### config.mk
export PLATFORM = sky130hd
export DESIGN_NAME = dccm_arb_flat
export DESIGN_NICKNAME = d
export VERILOG_FILES = /design/src/rtl/dccm_arb_if.sv /design/src/rtl/dccm_arb.sv /design/src/flat_wrapper.sv
export SDC_FILE = /design/constraint.sdc
export NUM_CORES = 1
export LEC_CHECK = 0
export ABC_AREA = 1
export CELL_PAD_IN_SITES_DETAIL_PLACEMENT = 1
export CELL_PAD_IN_SITES_GLOBAL_PLACEMENT = 1
export CORE_ASPECT_RATIO = 1.75
export CORE_MARGIN = 4
export CORE_UTILIZATION = 21
export CTS_BUF_LIST = sky130_fd_sc_hd__clkbuf_8
export CTS_CLUSTER_DIAMETER = 60
export DETAILED_ROUTE_END_ITERATION = 8
export GPL_TIMING_DRIVEN = 0
export PLACE_DENSITY = 0.86
export SETUP_SLACK_MARGIN = 0.2
export SLEW_MARGIN = 20
export SYNTH_ARGS = -nofsm -noshare
export SYNTH_HDL_FRONTEND = slang
export SYNTH_SLANG_ARGS = --single-unit
### constraint.sdc
create_clock -name clk -period 1.25 [get_ports clk]
set_input_delay 0.25 -clock clk [delete_from_list [all_inputs] [get_ports clk]]
set_output_delay 0.25 -clock clk [all_outputs]
set_load 0.02 [all_outputs]
### src/rtl/dccm_arb_if.sv
// Bundles the dccm_arb requester channels and the SRAM port into one interface.
// The slave modport is the arbiter's view; the master modport is the requester/SRAM side.
interface dccm_arb_if #(
  parameter int NUM_PORTS = 2,
  parameter int XLEN      = 32,
  parameter int DEPTH     = 1024,
  parameter int TAG_WIDTH = 4
);
  localparam int AW = $clog2(DEPTH);
  localparam int BW = XLEN / 8;

  logic [NUM_PORTS-1:0]           req_valid;
  logic [NUM_PORTS-1:0]           req_ready;
  logic [NUM_PORTS-1:0]           req_we;
  logic [NUM_PORTS*XLEN-1:0]      req_addr;
  logic [NUM_PORTS*XLEN-1:0]      req_wdata;
  logic [NUM_PORTS*BW-1:0]        req_be;
  logic [NUM_PORTS*TAG_WIDTH-1:0] req_tag;
  logic [NUM_PORTS-1:0]           rsp_valid;
  logic [XLEN-1:0]                rsp_rdata;
  logic [TAG_WIDTH-1:0]           rsp_tag;
  logic                           rsp_err;
  logic                           mem_ren;
  logic                           mem_wen;
  logic [AW-1:0]                  mem_addr;
  logic [XLEN-1:0]                mem_wdata;
  logic [BW-1:0]                  mem_wbe;
  logic [XLEN-1:0]                mem_rdata;

  modport slave (
    input  req_valid, req_we, req_addr, req_wdata, req_be, req_tag, mem_rdata,
    output req_ready, rsp_valid, rsp_rdata, rsp_tag, rsp_err,
    output mem_ren, mem_wen, mem_addr, mem_wdata, mem_wbe
  );

  modport master (
    output req_valid, req_we, req_addr, req_wdata, req_be, req_tag, mem_rdata,
    input  req_ready, rsp_valid, rsp_rdata, rsp_tag, rsp_err,
    input  mem_ren, mem_wen, mem_addr, mem_wdata, mem_wbe
  );
endinterface

### src/rtl/dccm_arb.sv
// Round-robin NUM_PORTS-channel front end driving a 1-cycle-latency DCCM SRAM.
// Define DCCM_ARB_RANGE_CHECK_EN to flag addresses >= DEPTH*4 as errors instead of wrapping.
module dccm_arb #(
  parameter int NUM_PORTS = 2,
  parameter int XLEN      = 32,
  parameter int DEPTH     = 1024,
  parameter int TAG_WIDTH = 4
) (
  input logic       clk,
  input logic       rst,
  dccm_arb_if.slave bus
);
  localparam int AW = $clog2(DEPTH);
  localparam int BW = XLEN / 8;
  localparam int PW = (NUM_PORTS > 1) ? $clog2(NUM_PORTS) : 1;
  localparam logic [PW-1:0] RR_RST = PW'(NUM_PORTS - 1);

  logic [PW-1:0]        rr_q, rr_d;
  logic [PW-1:0]        gnt_idx, cand;
  logic                 gnt_any, gnt_ok, hit, req_err;

  logic                 a_valid_q, a_valid_d, a_we_q, a_we_d, a_err_q, a_err_d;
  logic [PW-1:0]        a_port_q, a_port_d;
  logic [AW-1:0]        a_idx_q, a_idx_d;
  logic [XLEN-1:0]      a_wdata_q, a_wdata_d;
  logic [BW-1:0]        a_be_q, a_be_d;
  logic [TAG_WIDTH-1:0] a_tag_q, a_tag_d;

  logic                 b_valid_q, b_valid_d, b_we_q, b_we_d, b_err_q, b_err_d;
  logic [PW-1:0]        b_port_q, b_port_d;
  logic [TAG_WIDTH-1:0] b_tag_q, b_tag_d;

  // Round-robin search: first valid channel after the last granted one.
  always_comb begin
    gnt_any = 1'b0;
    gnt_idx = rr_q;
    cand    = rr_q;
    hit     = 1'b0;
    for (int i = 1; i <= NUM_PORTS; i++) begin
      cand    = PW'((int'(rr_q) + i) % NUM_PORTS);
      hit     = bus.req_valid[cand] & ~gnt_any;
      gnt_idx = hit ? cand : gnt_idx;
      gnt_any = gnt_any | hit;
    end
  end

  assign gnt_ok = gnt_any & ~rst;
  assign rr_d   = gnt_ok ? gnt_idx : rr_q;

  always_comb begin
    bus.req_ready = '0;
    if (gnt_ok) begin
      bus.req_ready[gnt_idx] = 1'b1;
    end else begin
      bus.req_ready = '0;
    end
  end

`ifdef DCCM_ARB_RANGE_CHECK_EN
  assign req_err = |bus.req_addr[int'(gnt_idx)*XLEN + AW + 2 +: XLEN - AW - 2];
`else
  assign req_err = 1'b0;
`endif

  // Stage A captures the granted request; its fields double as the held SRAM drive.
  always_comb begin
    a_valid_d = gnt_ok;
    a_we_d    = a_we_q;
    a_err_d   = a_err_q;
    a_port_d  = a_port_q;
    a_idx_d   = a_idx_q;
    a_wdata_d = a_wdata_q;
    a_be_d    = a_be_q;
    a_tag_d   = a_tag_q;
    if (gnt_ok) begin
      a_we_d    = bus.req_we[gnt_idx];
      a_err_d   = req_err;
      a_port_d  = gnt_idx;
      a_idx_d   = bus.req_addr[int'(gnt_idx)*XLEN + 2 +: AW];
      a_wdata_d = bus.req_wdata[int'(gnt_idx)*XLEN +: XLEN];
      a_be_d    = bus.req_be[int'(gnt_idx)*BW +: BW];
      a_tag_d   = bus.req_tag[int'(gnt_idx)*TAG_WIDTH +: TAG_WIDTH];
    end else begin
      a_we_d    = a_we_q;
    end
  end

  always_comb begin
    b_valid_d = a_valid_q;
    b_we_d    = b_we_q;
    b_err_d   = b_err_q;
    b_port_d  = b_port_q;
    b_tag_d   = b_tag_q;
    if (a_valid_q) begin
      b_we_d   = a_we_q;
      b_err_d  = a_err_q;
      b_port_d = a_port_q;
      b_tag_d  = a_tag_q;
    end else begin
      b_we_d   = b_we_q;
    end
  end

  always_ff @(posedge clk) begin
    if (rst) begin
      rr_q      <= RR_RST;
      a_valid_q <= 1'b0;
      a_we_q    <= 1'b0;
      a_err_q   <= 1'b0;
      a_port_q  <= '0;
      a_idx_q   <= '0;
      a_wdata_q <= '0;
      a_be_q    <= '0;
      a_tag_q   <= '0;
      b_valid_q <= 1'b0;
      b_we_q    <= 1'b0;
      b_err_q   <= 1'b0;
      b_port_q  <= '0;
      b_tag_q   <= '0;
    end else begin
      rr_q      <= rr_d;
      a_valid_q <= a_valid_d;
      a_we_q    <= a_we_d;
      a_err_q   <= a_err_d;
      a_port_q  <= a_port_d;
      a_idx_q   <= a_idx_d;
      a_wdata_q <= a_wdata_d;
      a_be_q    <= a_be_d;
      a_tag_q   <= a_tag_d;
      b_valid_q <= b_valid_d;
      b_we_q    <= b_we_d;
      b_err_q   <= b_err_d;
      b_port_q  <= b_port_d;
      b_tag_q   <= b_tag_d;
    end
  end

  // Strobes and responses are suppressed while rst is high so a flushed request leaves no trace.
  always_comb begin
    bus.mem_ren   = a_valid_q & ~a_we_q & ~a_err_q & ~rst;
    bus.mem_wen   = a_valid_q & a_we_q & ~a_err_q & ~rst;
    bus.mem_addr  = a_idx_q;
    bus.mem_wdata = a_wdata_q;
    bus.mem_wbe   = a_be_q;
    bus.rsp_valid = '0;
    bus.rsp_tag   = b_tag_q;
    bus.rsp_err   = b_valid_q & b_err_q & ~rst;
    bus.rsp_rdata = '0;
    if (b_valid_q && !rst) begin
      bus.rsp_valid[b_port_q] = 1'b1;
    end else begin
      bus.rsp_valid = '0;
    end
    if (b_valid_q && !b_we_q && !b_err_q && !rst) begin
      bus.rsp_rdata = bus.mem_rdata;
    end else begin
      bus.rsp_rdata = '0;
    end
  end
endmodule

### src/flat_wrapper.sv
// flat-port wrapper written by rule: the top's interface ports become plain ports
module dccm_arb_flat 
#(
  parameter int NUM_PORTS = 2,
  parameter int XLEN      = 32,
  parameter int DEPTH     = 1024,
  parameter int TAG_WIDTH = 4
)
  (clk, rst, bus_req_valid, bus_req_we, bus_req_addr, bus_req_wdata, bus_req_be, bus_req_tag, bus_mem_rdata, bus_req_ready, bus_rsp_valid, bus_rsp_rdata, bus_rsp_tag, bus_rsp_err, bus_mem_ren, bus_mem_wen, bus_mem_addr, bus_mem_wdata, bus_mem_wbe);
  dccm_arb_if #(.NUM_PORTS(NUM_PORTS), .XLEN(XLEN), .DEPTH(DEPTH), .TAG_WIDTH(TAG_WIDTH)) bus_i ();
  input logic clk;
  input logic rst;
  input wire logic [$bits(bus_i.req_valid)-1:0] bus_req_valid;
  input wire logic [$bits(bus_i.req_we)-1:0] bus_req_we;
  input wire logic [$bits(bus_i.req_addr)-1:0] bus_req_addr;
  input wire logic [$bits(bus_i.req_wdata)-1:0] bus_req_wdata;
  input wire logic [$bits(bus_i.req_be)-1:0] bus_req_be;
  input wire logic [$bits(bus_i.req_tag)-1:0] bus_req_tag;
  input wire logic [$bits(bus_i.mem_rdata)-1:0] bus_mem_rdata;
  output wire logic [$bits(bus_i.req_ready)-1:0] bus_req_ready;
  output wire logic [$bits(bus_i.rsp_valid)-1:0] bus_rsp_valid;
  output wire logic [$bits(bus_i.rsp_rdata)-1:0] bus_rsp_rdata;
  output wire logic [$bits(bus_i.rsp_tag)-1:0] bus_rsp_tag;
  output wire logic [$bits(bus_i.rsp_err)-1:0] bus_rsp_err;
  output wire logic [$bits(bus_i.mem_ren)-1:0] bus_mem_ren;
  output wire logic [$bits(bus_i.mem_wen)-1:0] bus_mem_wen;
  output wire logic [$bits(bus_i.mem_addr)-1:0] bus_mem_addr;
  output wire logic [$bits(bus_i.mem_wdata)-1:0] bus_mem_wdata;
  output wire logic [$bits(bus_i.mem_wbe)-1:0] bus_mem_wbe;
  assign bus_i.req_valid = bus_req_valid;
  assign bus_i.req_we = bus_req_we;
  assign bus_i.req_addr = bus_req_addr;
  assign bus_i.req_wdata = bus_req_wdata;
  assign bus_i.req_be = bus_req_be;
  assign bus_i.req_tag = bus_req_tag;
  assign bus_i.mem_rdata = bus_mem_rdata;
  assign bus_req_ready = bus_i.req_ready;
  assign bus_rsp_valid = bus_i.rsp_valid;
  assign bus_rsp_rdata = bus_i.rsp_rdata;
  assign bus_rsp_tag = bus_i.rsp_tag;
  assign bus_rsp_err = bus_i.rsp_err;
  assign bus_mem_ren = bus_i.mem_ren;
  assign bus_mem_wen = bus_i.mem_wen;
  assign bus_mem_addr = bus_i.mem_addr;
  assign bus_mem_wdata = bus_i.mem_wdata;
  assign bus_mem_wbe = bus_i.mem_wbe;
  dccm_arb #(.NUM_PORTS(NUM_PORTS), .XLEN(XLEN), .DEPTH(DEPTH), .TAG_WIDTH(TAG_WIDTH)) u_core (.clk(clk), .rst(rst), .bus(bus_i));
endmodule
==> impl_metrics.py <==
metrics = {
    "run_status": {
        "outcome": "finished with violations",
        "violated_checks": "setup timing",
    },
    "timing": {
        "worst-slew-pin-transition_ns": 0.722,
        "clock_skew_ns": 0.00667,
        "grt_setup_unrepaired": "true",
        "timing_hold_violations_final": 0,
        "max_clock_freq_mhz": 607,
        "slew_headroom": 0.519,
        "finalSetupViolCount": 88,
        "final_min_period_over_clock_period": 1.32,
        "timing.final.max_slew_violations": 0,
        "minimum_clock_period_after_layout_ns": 1.65,
        "hold-worst-slack_ns": 0.111,
        "final_worst_slack_ns": -0.397,
    },
    "min_path": {
        "hold_path_class": "primary input to flip-flop",
        "hold_path_depth": 2,
    },
    "die": {
        "die_area_mm2": 0.0176,
        "num_rows": 59,
        "i_o_pin_cnt": 271,
        "floorplan.core_area_mm2": 0.0150,
        "effective_utilization_at_floorplan": 0.216,
        "chipHeight_um": 172,
        "chipWidth_um": 102,
    },
    "yosys": {
        "synth.avg_cell_area_um2": 6.28,
        "post-synth-top-area-fraction": 0.377,
        "synthMostInstantiatedCell": "sky130_fd_sc_hd__nand2_1",
        "synth.cells.most_frequent": "sky130_fd_sc_hd__nand2_1 (163), sky130_fd_sc_hd__nand3_1 (103), sky130_fd_sc_hd__dfxtp_1 (61)",
        "cell_type_with_the_largest_total_area_after_synthesis": "sky130_fd_sc_hd__dfxtp_1",
        "yosys-top-cells-area": "sky130_fd_sc_hd__dfxtp_1 (38%), sky130_fd_sc_hd__nand2_1 (19%), sky130_fd_sc_hd__nand3_1 (16%), sky130_fd_sc_hd__a21oi_1 (7.9%), sky130_fd_sc_hd__inv_1 (5.0%)",
        "synth_sequential_area_ratio": 0.377,
        "synth-seq-cells": 61,
        "yosys_warnings": 0,
        "dominantRegCellSynth": "sky130_fd_sc_hd__dfxtp_1",
        "share_of_flip_flops_with_an_asynchronous_set_or_reset": 0,
        "post_synth_edffs": 0,
        "mappedNetlistNets": 698,
        "synth.lib_cells_used.distinct": 17,
        "synthCells": 516,
        "synth.cell_area_mm2": 0.00324,
    },
    "layout": {
        "post_route_cells_drive_above_1_share": 0.529,
        "fillers": 1705,
        "multi_input_comb_area_mm2": 0.00256,
        "regArea_mm2": 0.00129,
        "final_design_area_no_fill_mm2": 0.00801,
        "design.final.nets": 988,
        "syn_to_final_growth_pct": 147,
    },
    "placement": {
        "gpl.final_weighted_congestion": 0.820,
        "dp_hpwl_mm": 12.1,
        "port_buffers": 224,
        "detailed_place.area_mm2": 0.00604,
    },
    "clocking": {
        "h_tree_depth_reported_by_cts": 3,
        "worst_skew_pair.late_latency_ns": 0.34,
        "cts_buffer_depth": 2,
        "cts.root.buffer_cell": "sky130_fd_sc_hd__clkbuf_8",
        "clk_pin_slew_worst_paths_ns": 0.07,
        "cts_tree": "built",
        "tritoncts_num_sinks": 61,
        "numCtsBuffers": 9,
    },
    "drt": {
        "routed_met1_length_mm": 6.99,
        "wl_met3_mm": 1.22,
        "met2_length_mm": 11.9,
        "first_pass_iters": 4,
        "drt-wirelength-per-cell_um": 21.4,
        "drt_iter0_markers": 137,
        "totalWireLength_mm": 21.3,
        "number_of_nets_still_failing_antenna_checks_after_routing": 0,
        "vias_after_detailed_routing": 4840,
        "average_vias_per_placed_instance": 4.86,
        "route.top_layer_used": "met4",
        "drcViolationCount": 0,
    },
    "worst_setup_path": {
        "path_class": "flip-flop to output pin",
        "worst-path-max-fanout": 5,
        "crit_path_capture_type": "output pin",
        "critPathArrivalTime_ns": 1.40,
        "worst-r2r-cell-count": 10,
        "worst_ep_required_time_ns": 1.00,
        "cp-start-kind": "flip-flop",
    },
    "grt": {
        "grt_pass1_wl_mm": 28.1,
        "grt_max_degree": 11,
        "global_route_usage_sum": 0.210,
        "initial_antenna_violation_count": 1,
        "first_global_vias": 5088,
        "grt_overflow": 0,
    },
    "pwr": {
        "ir_worst_vdd_mv": 0.425,
        "power_density_mw_per_mm2": 809,
        "power.static_leakage_nw": 3.50,
        "p_total_mw": 6.48,
    },
    "run": {
        "cap_violations": 0,
    },
}
## per-layer routing
layer  up-vias  GRT usage
met2       213      0.407
li1       2232          -
met4         0      0.101
met1      2322      0.202
met3        73     0.0497
met5         -          0
## layout by cell type, fill, tap and decap left out, types with 4 or more instances in the layout
| cell | Yosys | layout |
|---|---|---|
| sky130_fd_sc_hd__a21oi_1 | 51 | 18 |
| sky130_fd_sc_hd__a21oi_2 | 0 | 33 |
| sky130_fd_sc_hd__buf_12 | 0 | 9 |
| sky130_fd_sc_hd__buf_16 | 0 | 8 |
| sky130_fd_sc_hd__buf_4 | 16 | 33 |
| sky130_fd_sc_hd__buf_6 | 0 | 110 |
| sky130_fd_sc_hd__buf_8 | 0 | 13 |
| sky130_fd_sc_hd__clkbuf_1 | 5 | 5 |
| sky130_fd_sc_hd__clkbuf_8 | 0 | 11 |
| sky130_fd_sc_hd__clkdlybuf4s50_1 | 0 | 134 |
| sky130_fd_sc_hd__dfxtp_1 | 61 | 6 |
| sky130_fd_sc_hd__dfxtp_2 | 0 | 53 |
| sky130_fd_sc_hd__inv_1 | 43 | 40 |
| sky130_fd_sc_hd__nand2_1 | 163 | 127 |
| sky130_fd_sc_hd__nand2_2 | 3 | 32 |
| sky130_fd_sc_hd__nand2_4 | 0 | 4 |
| sky130_fd_sc_hd__nand2_8 | 0 | 4 |
| sky130_fd_sc_hd__nand3_1 | 103 | 42 |
| sky130_fd_sc_hd__nand3_2 | 0 | 49 |
| sky130_fd_sc_hd__nand3_4 | 0 | 12 |
| sky130_fd_sc_hd__nor2_2 | 0 | 4 |
| sky130_fd_sc_hd__nor2_4 | 0 | 33 |
| sky130_fd_sc_hd__o21ai_0 | 5 | 5 |
## power breakdown
part	internal (mW)	switching, mW
Combinational	1.34	1.27
Sequential	2.09	0.102
Clock	0.812	0.858
Total	4.25	2.23
## area by class of cell
cell class	instances	area share
Antenna cell	1	0.000313
Buffer	40	0.0561
Clock buffer	11	0.0189
Clock inverter	5	0.00328
Inverter	46	0.0237
Multi-Input combinational cell	370	0.320
Sequential cell	61	0.162
Tap cell	183	0.0286
Timing Repair Buffer	278	0.388
## through the flow
step           std cells   util  setup slack [ns]  TNS, ns
2_1_floorplan        516      -             0.120        0
3_3_place_gp         923  0.403             -1.07   -48.21
3_5_place_dp         923  0.403             -1.10   -49.66
4_1_cts              981  0.494            -0.354   -15.51
5_1_grt              995  0.534            -0.452   -22.84
6_report             995  0.534            -0.397   -18.34
## registers in the layout, indices dropped and copies added, names as in the netlist
name / flops
u_core.a_tag_q: 4
u_core.a_valid_q: 1
u_core.b_port_q: 1
u_core.bus.mem_addr: 10
u_core.b_valid_q: 1
u_core.bus.mem_wbe: 4
u_core.bus.mem_wdata: 32
u_core.rr_q: 1
u_core.bus.rsp_tag: 4
u_core.b_we_q: 1
u_core.a_we_q: 1
u_core.a_port_q: 1
## cells by family (layout without fill, tap and decap cells)
logic type	Yosys count	in the layout	synth area share
other cells	1	2	0.00116
flops	61	61	0.377
buf+inv	86	380	0.126
compound gates	58	58	0.0935
simple gates	310	311	0.403
## critical path, cell delays in order (launching register included)
cell and delay [ns]:
sky130_fd_sc_hd__dfxtp_2 0.34, sky130_fd_sc_hd__inv_2 0.08, sky130_fd_sc_hd__nand3_4 0.11, sky130_fd_sc_hd__buf_12 0.17
sky130_fd_sc_hd__nor2_1 0.17, sky130_fd_sc_hd__buf_4 0.19
## worst paths after layout
check	from	end	slack, ns
worst min register to register	u_core.a_tag_q[1]	u_core.bus.rsp_tag[1]	0.47
worst min-delay path	rst	u_core.bus.mem_addr[5]	0.11
worst max-delay path	u_core.b_we_q	bus_rsp_rdata[31]	-0.40
worst max register to register	u_core.rr_q	u_core.bus.mem_wbe[3]	-0.24
## repair_timing
| action | in CTS | in global routing |
|---|---|---|
| setup buffers | 29 | 12 |
| resized for setup | 709 | 128 |
| hold buffers | 0 | 0 |
| pin swaps | 55 | 55 |
| setup endpoints to repair | 142 | 140 |
| cloned | 13 | 1 |
No activity file was read; power rests on OpenSTA's default activity.
